### config.mk
export PLATFORM = sky130hd
export DESIGN_NAME = lzs_out_pack_flat
export DESIGN_NICKNAME = d
export VERILOG_FILES = /design/src/rtl/lzs_out_pack_if.sv /design/src/rtl/lzs_out_pack.sv /design/src/flat_wrapper.sv
export SDC_FILE = /design/constraint.sdc
export NUM_CORES = 1
export LEC_CHECK = 0
export CAP_MARGIN = 10
export CORE_UTILIZATION = 55
export CTS_BUF_LIST = sky130_fd_sc_hd__clkbuf_16
export CTS_CLUSTER_DIAMETER = 120
export CTS_CLUSTER_SIZE = 14
export DETAILED_ROUTE_END_ITERATION = 10
export PLACE_DENSITY = 0.75
export SYNTH_ARGS = -nofsm -noshare
export SYNTH_HDL_FRONTEND = slang
export SYNTH_SLANG_ARGS = --single-unit
### constraint.sdc
create_clock -name clk -period 18.2 [get_ports clk]
set_input_delay 5.46 -clock clk [delete_from_list [all_inputs] [get_ports clk]]
set_output_delay 5.46 -clock clk [all_outputs]
set_load 0.02 [all_outputs]
### src/rtl/lzs_out_pack_if.sv
// Bus bundle for the LZS output packer: upstream word stream in,
// 64-bit destination beats out. master = packer side, slave = environment side.
interface lzs_out_pack_if #(
    parameter int CNT_W = 16
) ();
    logic [15:0]      di;
    logic             die;
    logic             dlast;
    logic             dfull;
    logic             fo_full;
    logic [63:0]      m_dst;
    logic             m_dst_putn;
    logic             m_dst_last;
    logic             m_endn;
    logic [CNT_W-1:0] beat_cnt;

    modport master (
        input  di, die, dlast, fo_full,
        output dfull, m_dst, m_dst_putn, m_dst_last, m_endn, beat_cnt
    );

    modport slave (
        output di, die, dlast, fo_full,
        input  dfull, m_dst, m_dst_putn, m_dst_last, m_endn, beat_cnt
    );
endinterface

### src/rtl/lzs_out_pack.sv
// LZS output packer: gathers 16-bit words into 64-bit beats, queues them in a
// small FIFO and drains to the destination under fo_full backpressure.
module lzs_out_pack #(
    parameter int FIFO_AW = 2,
    parameter int CNT_W   = 16
) (
    input  logic           clk,
    input  logic           rst,
    lzs_out_pack_if.master bus
);
    localparam int DEPTH = 1 << FIFO_AW;
    localparam logic [FIFO_AW:0] DEPTH_C = (FIFO_AW + 1)'(DEPTH);
    localparam logic [FIFO_AW:0] HIGH_C  = (FIFO_AW + 1)'(DEPTH - 1);

    logic [63:0]        acc_r;
    logic [1:0]         lane_r;
    logic               full_r;
    logic [64:0]        mem_r [DEPTH];
    logic [FIFO_AW-1:0] wr_ptr_r;
    logic [FIFO_AW-1:0] rd_ptr_r;
    logic [FIFO_AW:0]   count_r;
    logic               dfull_r;
    logic [63:0]        m_dst_r;
    logic               putn_r;
    logic               last_r;
    logic               endn_r;
    logic [CNT_W-1:0]   beat_cnt_r;

    logic               push_s;
    logic               pop_s;
    logic               push_en_s;
    logic [64:0]        push_entry_s;
    logic [FIFO_AW:0]   count_next_s;

    // Push/pop decisions and next FIFO occupancy
    always_comb begin
        push_s       = (bus.die && full_r) || bus.dlast;
        pop_s        = (count_r != {(FIFO_AW + 1){1'b0}}) && !bus.fo_full;
        // a full FIFO only takes a push if the head leaves in the same edge
        push_en_s    = push_s && ((count_r != DEPTH_C) || pop_s);
        push_entry_s = {bus.dlast, acc_r};
        case ({push_en_s, pop_s})
            2'b10:   count_next_s = count_r + {{FIFO_AW{1'b0}}, 1'b1};
            2'b01:   count_next_s = count_r - {{FIFO_AW{1'b0}}, 1'b1};
            default: count_next_s = count_r;
        endcase
    end

    // Word accumulator: lane 0 lands in [63:48]; a full word set is held until the next trigger
    always_ff @(posedge clk or posedge rst) begin
        if (rst) begin
            acc_r  <= 64'h0;
            lane_r <= 2'd0;
            full_r <= 1'b0;
        end else if (bus.die) begin
            if (full_r) begin
                acc_r  <= {bus.di, 48'h0};
                lane_r <= 2'd1;
                full_r <= 1'b0;
            end else begin
                acc_r[{~lane_r, 4'd0} +: 16] <= bus.di;
                lane_r <= lane_r + 2'd1;
                full_r <= (lane_r == 2'd3);
            end
        end else if (bus.dlast) begin
            acc_r  <= 64'h0;
            lane_r <= 2'd0;
            full_r <= 1'b0;
        end else begin
            acc_r  <= acc_r;
            lane_r <= lane_r;
            full_r <= full_r;
        end
    end

    // FIFO storage; validity is tracked by the pointers, so the array needs no reset
    always_ff @(posedge clk) begin
        if (push_en_s) begin
            mem_r[wr_ptr_r] <= push_entry_s;
        end else begin
            mem_r[wr_ptr_r] <= mem_r[wr_ptr_r];
        end
    end

    // FIFO pointers, occupancy and the registered upstream stall
    always_ff @(posedge clk or posedge rst) begin
        if (rst) begin
            wr_ptr_r <= {FIFO_AW{1'b0}};
            rd_ptr_r <= {FIFO_AW{1'b0}};
            count_r  <= {(FIFO_AW + 1){1'b0}};
            dfull_r  <= 1'b0;
        end else begin
            wr_ptr_r <= push_en_s ? wr_ptr_r + {{(FIFO_AW - 1){1'b0}}, 1'b1} : wr_ptr_r;
            rd_ptr_r <= pop_s ? rd_ptr_r + {{(FIFO_AW - 1){1'b0}}, 1'b1} : rd_ptr_r;
            count_r  <= count_next_s;
            // one slot stays free for a held accumulator flushed by dlast
            dfull_r  <= (count_next_s >= HIGH_C);
        end
    end

    // Destination side: beat strobe, end-of-job pulse and beat counter
    always_ff @(posedge clk or posedge rst) begin
        if (rst) begin
            m_dst_r    <= 64'h0;
            last_r     <= 1'b0;
            putn_r     <= 1'b1;
            endn_r     <= 1'b1;
            beat_cnt_r <= {CNT_W{1'b0}};
        end else begin
            if (pop_s) begin
                m_dst_r <= mem_r[rd_ptr_r][63:0];
                last_r  <= mem_r[rd_ptr_r][64];
                putn_r  <= 1'b0;
            end else begin
                m_dst_r <= m_dst_r;
                last_r  <= last_r;
                putn_r  <= 1'b1;
            end
            endn_r <= !(!putn_r && last_r);
            // the end-of-job cycle restarts counting; a next-stream beat there counts as one
            if (!endn_r) begin
                beat_cnt_r <= putn_r ? {CNT_W{1'b0}} : {{(CNT_W - 1){1'b0}}, 1'b1};
            end else if (!putn_r) begin
                beat_cnt_r <= beat_cnt_r + {{(CNT_W - 1){1'b0}}, 1'b1};
            end else begin
                beat_cnt_r <= beat_cnt_r;
            end
        end
    end

    assign bus.dfull      = dfull_r;
    assign bus.m_dst      = m_dst_r;
    assign bus.m_dst_putn = putn_r;
    assign bus.m_dst_last = last_r;
    assign bus.m_endn     = endn_r;
    assign bus.beat_cnt   = beat_cnt_r;
endmodule
### src/flat_wrapper.sv
// flat-port wrapper written by rule: the top's interface ports become plain ports
module lzs_out_pack_flat 
#(
    parameter int FIFO_AW = 2,
    parameter int CNT_W   = 16
)
  (clk, rst, bus_di, bus_die, bus_dlast, bus_fo_full, bus_dfull, bus_m_dst, bus_m_dst_putn, bus_m_dst_last, bus_m_endn, bus_beat_cnt);
  lzs_out_pack_if #(.CNT_W(CNT_W)) bus_i ();
  input  logic clk;
  input  logic rst;
  input wire logic [$bits(bus_i.di)-1:0] bus_di;
  input wire logic [$bits(bus_i.die)-1:0] bus_die;
  input wire logic [$bits(bus_i.dlast)-1:0] bus_dlast;
  input wire logic [$bits(bus_i.fo_full)-1:0] bus_fo_full;
  output wire logic [$bits(bus_i.dfull)-1:0] bus_dfull;
  output wire logic [$bits(bus_i.m_dst)-1:0] bus_m_dst;
  output wire logic [$bits(bus_i.m_dst_putn)-1:0] bus_m_dst_putn;
  output wire logic [$bits(bus_i.m_dst_last)-1:0] bus_m_dst_last;
  output wire logic [$bits(bus_i.m_endn)-1:0] bus_m_endn;
  output wire logic [$bits(bus_i.beat_cnt)-1:0] bus_beat_cnt;
  assign bus_i.di = bus_di;
  assign bus_i.die = bus_die;
  assign bus_i.dlast = bus_dlast;
  assign bus_i.fo_full = bus_fo_full;
  assign bus_dfull = bus_i.dfull;
  assign bus_m_dst = bus_i.m_dst;
  assign bus_m_dst_putn = bus_i.m_dst_putn;
  assign bus_m_dst_last = bus_i.m_dst_last;
  assign bus_m_endn = bus_i.m_endn;
  assign bus_beat_cnt = bus_i.beat_cnt;
  lzs_out_pack #(.FIFO_AW(FIFO_AW), .CNT_W(CNT_W)) u_core (.clk(clk), .rst(rst), .bus(bus_i));
endmodule
==> results.yml, run 1 <==
floorplanning:
  die_height_um: 172
  io_pins: 105
  num_rows: 61
  die_width_um: 172
  initial_core_util_pct: 56.6
  die_area_um2: 29600
  fp.coreArea_um2: 28100
routing:
  vias_per_cell: 5.91
  ant_nets: 0
  finalWirelength_mm: 30.0
  route.detailed.drc: 0
  vias: 7704
  dr.pass1.iters: 4
  routedWlPerCell_um: 23.0
  drt_iter0_markers: 583
synthesis:
  yosysTopAreaCell: "edfxtp_1"
  ys_top_cells_by_count: "edfxtp_1, dfrtp_1, a22o_1, mux4_2, mux2_2"
  synth_cell_types: 53
  syn_area_um2: 15900
  ys_dominant_reg_cell: "edfxtp_1"
  synth_seq_cells: 418
  synth_top_area_share_pct: 49.1
  syn_inst: 787
  synthesis.nets: 818
  async_flop_share_pct: 37.8
  synth_area_per_cell_um2: 20.2
  yosysWarnings: 0
  synth_edf_count: 260
  ys_seq_area_share_pct: 74.0
  synth_area_leaders: "edfxtp_1, dfrtp_1, mux4_2"
  synth_most_common_cell: "edfxtp_1"
timing:
  grt_setup_unrepaired: "no"
  slew_violations: 0
  finalSetupViolations: 0
  timing.setup.tns_ps: 0
  min_period_over_period_pct: 42.2
  post-route-min-period_ps: 7680
  hold_violations: 0
  skew_ps: 12.6
  max_freq_mhz: 130
  relSlewSlack_pct: 22.4
  worst_slew_pin_slew_ps: 1160
  hold_ws_ps: 437
final_layout:
  multi_input_area_um2: 3860
  fillCellCount: 1922
  area_growth_pct: 15.0
  seqCellArea_um2: 11800
  fin_util_pct: 65.1
  drive_above_1_share_pct: 21.7
  finalNetCount: 931
  diodes: 0
pwr:
  pwr-share-comb_pct: 29.6
  swShare_pct: 29.2
  p_seq_share_pct: 47.4
  p_leak_nw: 6.99
  clkPwrFrac_pct: 23.0
  p_int_mw: 2.08
  vdd_drop_max_uv: 102
  netSwitchingPower_uw: 860
  p_per_area_nw_per_um2: 161
  power_mw: 2.94
placement:
  dp_hpwl_mm: 17.0
  gp_congestion: 0.763
  port_buffers: 104
global_routing:
  grt.overflow.total: 0
  grt_pass1_wl_mm: 46.9
  grt_start_max_net_pins: 73
  grt_pass1_vias: 7946
  antenna_found_initial: 0
  track_usage_pct: 21.5
job:
  drv_cap: 0
critical_path:
  critical_path_class: "in2reg"
  crit_arrival_ps: 7800
  endpoint_kind: "flip-flop"
  critical_path_peak_fanout: 65
  critPathLaunchType: "input port"
  crit_required_ps: 18320
  r2r_slack_ps: 15490
clocking:
  post_cts_resized: 0
  cts_num_sinks: 418
  numCtsBuffers: 35
  cts_tree: "done"
  clk_pin_slew_ps: 70
  cts_setup_buffers: 0
  insertion_delay_ps: 510
  cts_hold_buffers: 0
  cts_root_buf: "clkbuf_16"
  clk_path_buf_depth: 3
  h-tree-depth: 2
hold_path:
  hp-class: "reg2reg"
run_status:
  status: "finished clean"
[metrics by stage]
step,instance area [um^2],setup slack [ps],instances
4_1_cts,18300,10510,1303
6_report,18300,10520,1303
3_5_place_dp,17300,9970,1241
2_1_floorplan,15900,8480,787
3_3_place_gp,17300,10060,1241
5_1_grt,18300,10370,1303
[layer usage]
metal / part of all wire [%] / vias up / wire length (um) / global-route usage, %
met5: 0 / - / 0 / 0
met4: 1.9 / 0 / 565 / 5.89
met3: 5.6 / 39 / 1670 / 3.25
met2: 49 / 246 / 14800 / 35.3
met1: 43 / 4093 / 12900 / 30.2
li1: - / 3326 / - / -
[worst max-delay path, stage by stage]
cell and delay [ps]:
clkdlybuf4s50_1 780, a21oi_2 190, a31oi_2 350, and2_2 200, buf_4 770
[power by group through the flow]
| stage | registers (mW) | logic (mW) | clock network, mW |
|---|---|---|---|
| 5_1_grt | 1.42 | 0.931 | 0.725 |
| 6_report | 1.39 | 0.870 | 0.675 |
| 2_1_floorplan | 1.46 | 0.518 | 0 |
| 4_1_cts | 1.40 | 0.887 | 0.688 |
| 3_3_place_gp | 1.41 | 0.874 | 0 |
| 3_5_place_dp | 1.42 | 0.881 | 0 |
[layout make-up]
class                      count  area share (%)
timing repair buffer         114            6.11
clock inverter                25           0.513
clock buffer                  37            5.07
tap                          378            2.59
inverter                      10           0.233
multi-input combinational    321            21.1
sequential                   418            64.4
[registers in the layout, summed over array words and instances (netlist names), 2 cells and up]
name / cells
u_core.count_r: 3
u_core.mem_r: 260
u_core.lane_r: 2
u_core.bus.m_dst: 64
u_core.bus.beat_cnt: 16
u_core.wr_ptr_r: 2
u_core.acc_r: 64
u_core.rd_ptr_r: 2
[final timing paths]
kind	depth (start not counted)	from	to
worst max-delay path	5	bus_die	u_core.mem_r[1][19]$_DFFE_PP_
min in group asynchronous	2	rst	u_core.bus.beat_cnt[5]$_DFFE_PP0P_
worst min-delay path	1	u_core.bus.m_dst_last$_DFFE_PP0N_	u_core.bus.m_endn$_DFF_PP1_
worst min register to register	1	u_core.bus.m_dst_last$_DFFE_PP0N_	u_core.bus.m_endn$_DFF_PP1_
max in group asynchronous	4	rst	u_core.rd_ptr_r[1]$_DFFE_PP0N_
worst max register to register	3	u_core.rd_ptr_r[0]$_DFFE_PP0N_	u_core.bus.m_dst[62]$_DFFE_PP0N_
[cells by family after synthesis]
group                      share of synthesized area, %
AOI/OAI and AO/OA                                  4.71
xor gates and xnor gates                          0.716
adders and majority gates                         0.834
buffers and inverters                              1.84
DFF                                                74.0
muxes                                              15.0
and+or+nand+nor                                    2.94
[cells in the final DEF, fill, tap and decap left out, types with 2 or more instances in the layout]
cell type,count
a21oi_1,2
a22o_1,65
and2_1,7
and2_2,4
buf_4,10
clkbuf_16,37
clkdlybuf4s50_1,104
dfrtp_1,154
dfstp_2,2
edfxtp_1,260
ha_1,9
inv_1,33
mux2_2,37
mux2_4,28
mux2i_1,7
mux4_2,65
nand2_1,20
nand2b_1,9
nand3_1,5
nand3b_1,2
nand4_1,2
nor2_1,2
nor2b_1,2
nor3_1,5
nor4_4,3
o21ai_0,5
o22ai_2,4
or3_1,5
xnor2_1,7
xor2_1,6
No activity file was read; power rests on OpenSTA's default activity.
==> run 2, diff against run 1 <==
--- a/config.mk
+++ b/config.mk
@@ -6,12 +6,12 @@
 export NUM_CORES = 1
 export LEC_CHECK = 0
 export CAP_MARGIN = 10
-export CORE_UTILIZATION = 55
+export CORE_UTILIZATION = 53
 export CTS_BUF_LIST = sky130_fd_sc_hd__clkbuf_16
 export CTS_CLUSTER_DIAMETER = 120
 export CTS_CLUSTER_SIZE = 14
 export DETAILED_ROUTE_END_ITERATION = 10
-export PLACE_DENSITY = 0.75
+export PLACE_DENSITY = 0.76
 export SYNTH_ARGS = -nofsm -noshare
 export SYNTH_HDL_FRONTEND = slang
 export SYNTH_SLANG_ARGS = --single-unit
==> constraint.sdc (replaced) <==
create_clock -name clk -period 6.3 [get_ports clk]
set_input_delay 1.89 -clock clk [delete_from_list [all_inputs] [get_ports clk]]
set_output_delay 1.89 -clock clk [all_outputs]
set_load 0.02 [all_outputs]
==> run 2 against run 1 <==
Compared with the run above:
- design area rose by 0.17%
- worst hold slack got worse by 7.9 ps
- combinational power rose to 2.9 times the previous value
- core utilization fell by 3.1 points
- sequential share of layout area fell by 0.11 points
- highest routed layer unchanged
==> results.yml, run 2 (synthesized netlist as in run 1, its figures left out) <==
final_layout:
  diodes: 0
  final_common_cell: "edfxtp_1"
  largest_reg_flops: 260
  multi_input_area_um2: 3860
  drive_above_1_share_pct: 21.7
  seqCellArea_um2: 11800
  area_growth_pct: 15.2
  regMostFlops: "u_core.mem_r"
  layout_common_cells: "edfxtp_1, dfrtp_1, clkdlybuf4s50_1"
  finalNetCount: 932
  fillCellCount: 2059
  instances_no_fill: 1315
pwr:
  p_leak_nw: 6.99
  p_per_area_nw_per_um2: 461
  vdd_drop_max_uv: 235
clocking:
  cts_hold_buffers: 0
  cts_setup_buffers: 0
  cts_num_sinks: 418
  h-tree-depth: 2
  insertion_delay_ps: 510
  post_cts_resized: 0
  clk_path_buf_depth: 3
  cts_root_buf: "clkbuf_16"
  numCtsBuffers: 35
  cts_tree: "done"
  clk_pin_slew_ps: 70
global_routing:
  grt.overflow.total: 0
  grt_pass1_wl_mm: 46.9
  grt_start_max_net_pins: 69
  antenna_found_initial: 0
  grt_pass1_vias: 7861
  track_usage_pct: 20.3
critical_path:
  critical_path_class: "in2reg"
  reg2reg_to: "u_core.bus.m_dst[17]$_DFFE_PP0N_"
  critPathLaunchType: "input port"
  r2r_cells: 3
  reg2reg_from: "u_core.rd_ptr_r[0]$_DFFE_PP0N_"
  critical_path_peak_fanout: 65
  r2r_slack_ps: 3630
  crit_arrival_ps: 4270
  crit_required_ps: 6420
  endpoint_kind: "flip-flop"
timing:
  slew_violations: 0
  worst_slew_pin_slew_ps: 1070
  max_freq_mhz: 241
  hold_violations: 0
  min_period_over_period_pct: 65.9
  post-route-min-period_ps: 4150
  relSlewSlack_pct: 28.5
  finalSetupViolations: 0
  skew_ps: 19.0
  grt_setup_unrepaired: "no"
  timing.setup.tns_ps: 0
job:
  drv_cap: 0
floorplanning:
  io_pins: 105
  die_area_um2: 30700
  die_width_um: 175
  fp.coreArea_um2: 29600
  die_height_um: 175
  initial_core_util_pct: 53.8
  num_rows: 63
run_status:
  status: "finished clean"
routing:
  route.detailed.drc: 0
  finalWirelength_mm: 29.8
  dr.pass1.iters: 5
  vias: 7560
  ant_nets: 0
  drt_iter0_markers: 589
  vias_per_cell: 5.75
  routedWlPerCell_um: 22.7
hold_path:
  min-delay-start: "u_core.bus.m_dst_last$_DFFE_PP0N_"
  hp-class: "reg2reg"
  holdPathStages: 1
  min_to: "u_core.bus.m_endn$_DFF_PP1_"
placement:
  dp_cells: 1254
  port_buffers: 104
  dp_hpwl_mm: 17.3
  gp_congestion: 0.786
==> run 2: metrics by stage <==
step / setup WS [ps] / utilization (%) / instance area [um^2] / power [mW] / hold WS [ps]
6_report: 2150 / 61.9 / 18300 / 8.45 / 429
3_5_place_dp: 1600 / 58.6 / 17300 / 6.64 / 423
4_1_cts: 2110 / 61.9 / 18300 / 8.55 / 433
2_1_floorplan: 150 / - / 15900 / 5.72 / 476
5_1_grt: 2000 / 61.9 / 18300 / 8.83 / 462
3_3_place_gp: 1660 / 58.6 / 17300 / 6.59 / 425
==> run 2: worst max-delay path by stage <==
stage,from,end,slack [ps],cells after the start
after floorplan,rst,u_core.acc_r[0]$_DFFE_PP0P_,150,1
after global placement,bus_die,u_core.mem_r[0][6]$_DFFE_PP_,1660,5
after detailed placement,bus_die,u_core.mem_r[1][7]$_DFFE_PP_,1600,5
after CTS,bus_die,u_core.mem_r[1][11]$_DFFE_PP_,2110,5
after global routing,bus_die,u_core.mem_r[0][44]$_DFFE_PP_,2000,5
final,bus_die,u_core.mem_r[0][44]$_DFFE_PP_,2150,5
==> run 2: area by class of cell <==
| type | instances | share of cell area [%] |
|---|---|---|
| Clock buffer | 35 | 4.78 |
| Clock inverter | 26 | 0.560 |
| Inverter | 10 | 0.232 |
| Multi-Input combinational cell | 321 | 21.1 |
| Sequential cell | 418 | 64.3 |
| Tap cell | 390 | 2.66 |
| Timing Repair Buffer | 115 | 6.41 |
==> run 2: power by group <==
group          internal (mW)  total, mW  switching [mW]
logic                   1.32       2.54            1.22
registers               3.65       4.02           0.369
clock network           1.01       1.90           0.893
==> run 2: worst max-delay path, stage by stage <==
cell and delay, ps:
clkdlybuf4s50_1 790, a21oi_2 200, a31oi_2 390, and2_2 210, buf_4 740
==> run 2: per-layer routing <==
metal / vias to the layer above / track usage, % / wire (um) / part of all wire (%)
li1: 3338 / - / - / -
met1: 3972 / 28.1 / 12700 / 43
met2: 202 / 33.6 / 15100 / 51
met3: 48 / 3.42 / 1440 / 4.8
met4: 0 / 5.91 / 589 / 2.0
met5: - / 0 / 0 / 0
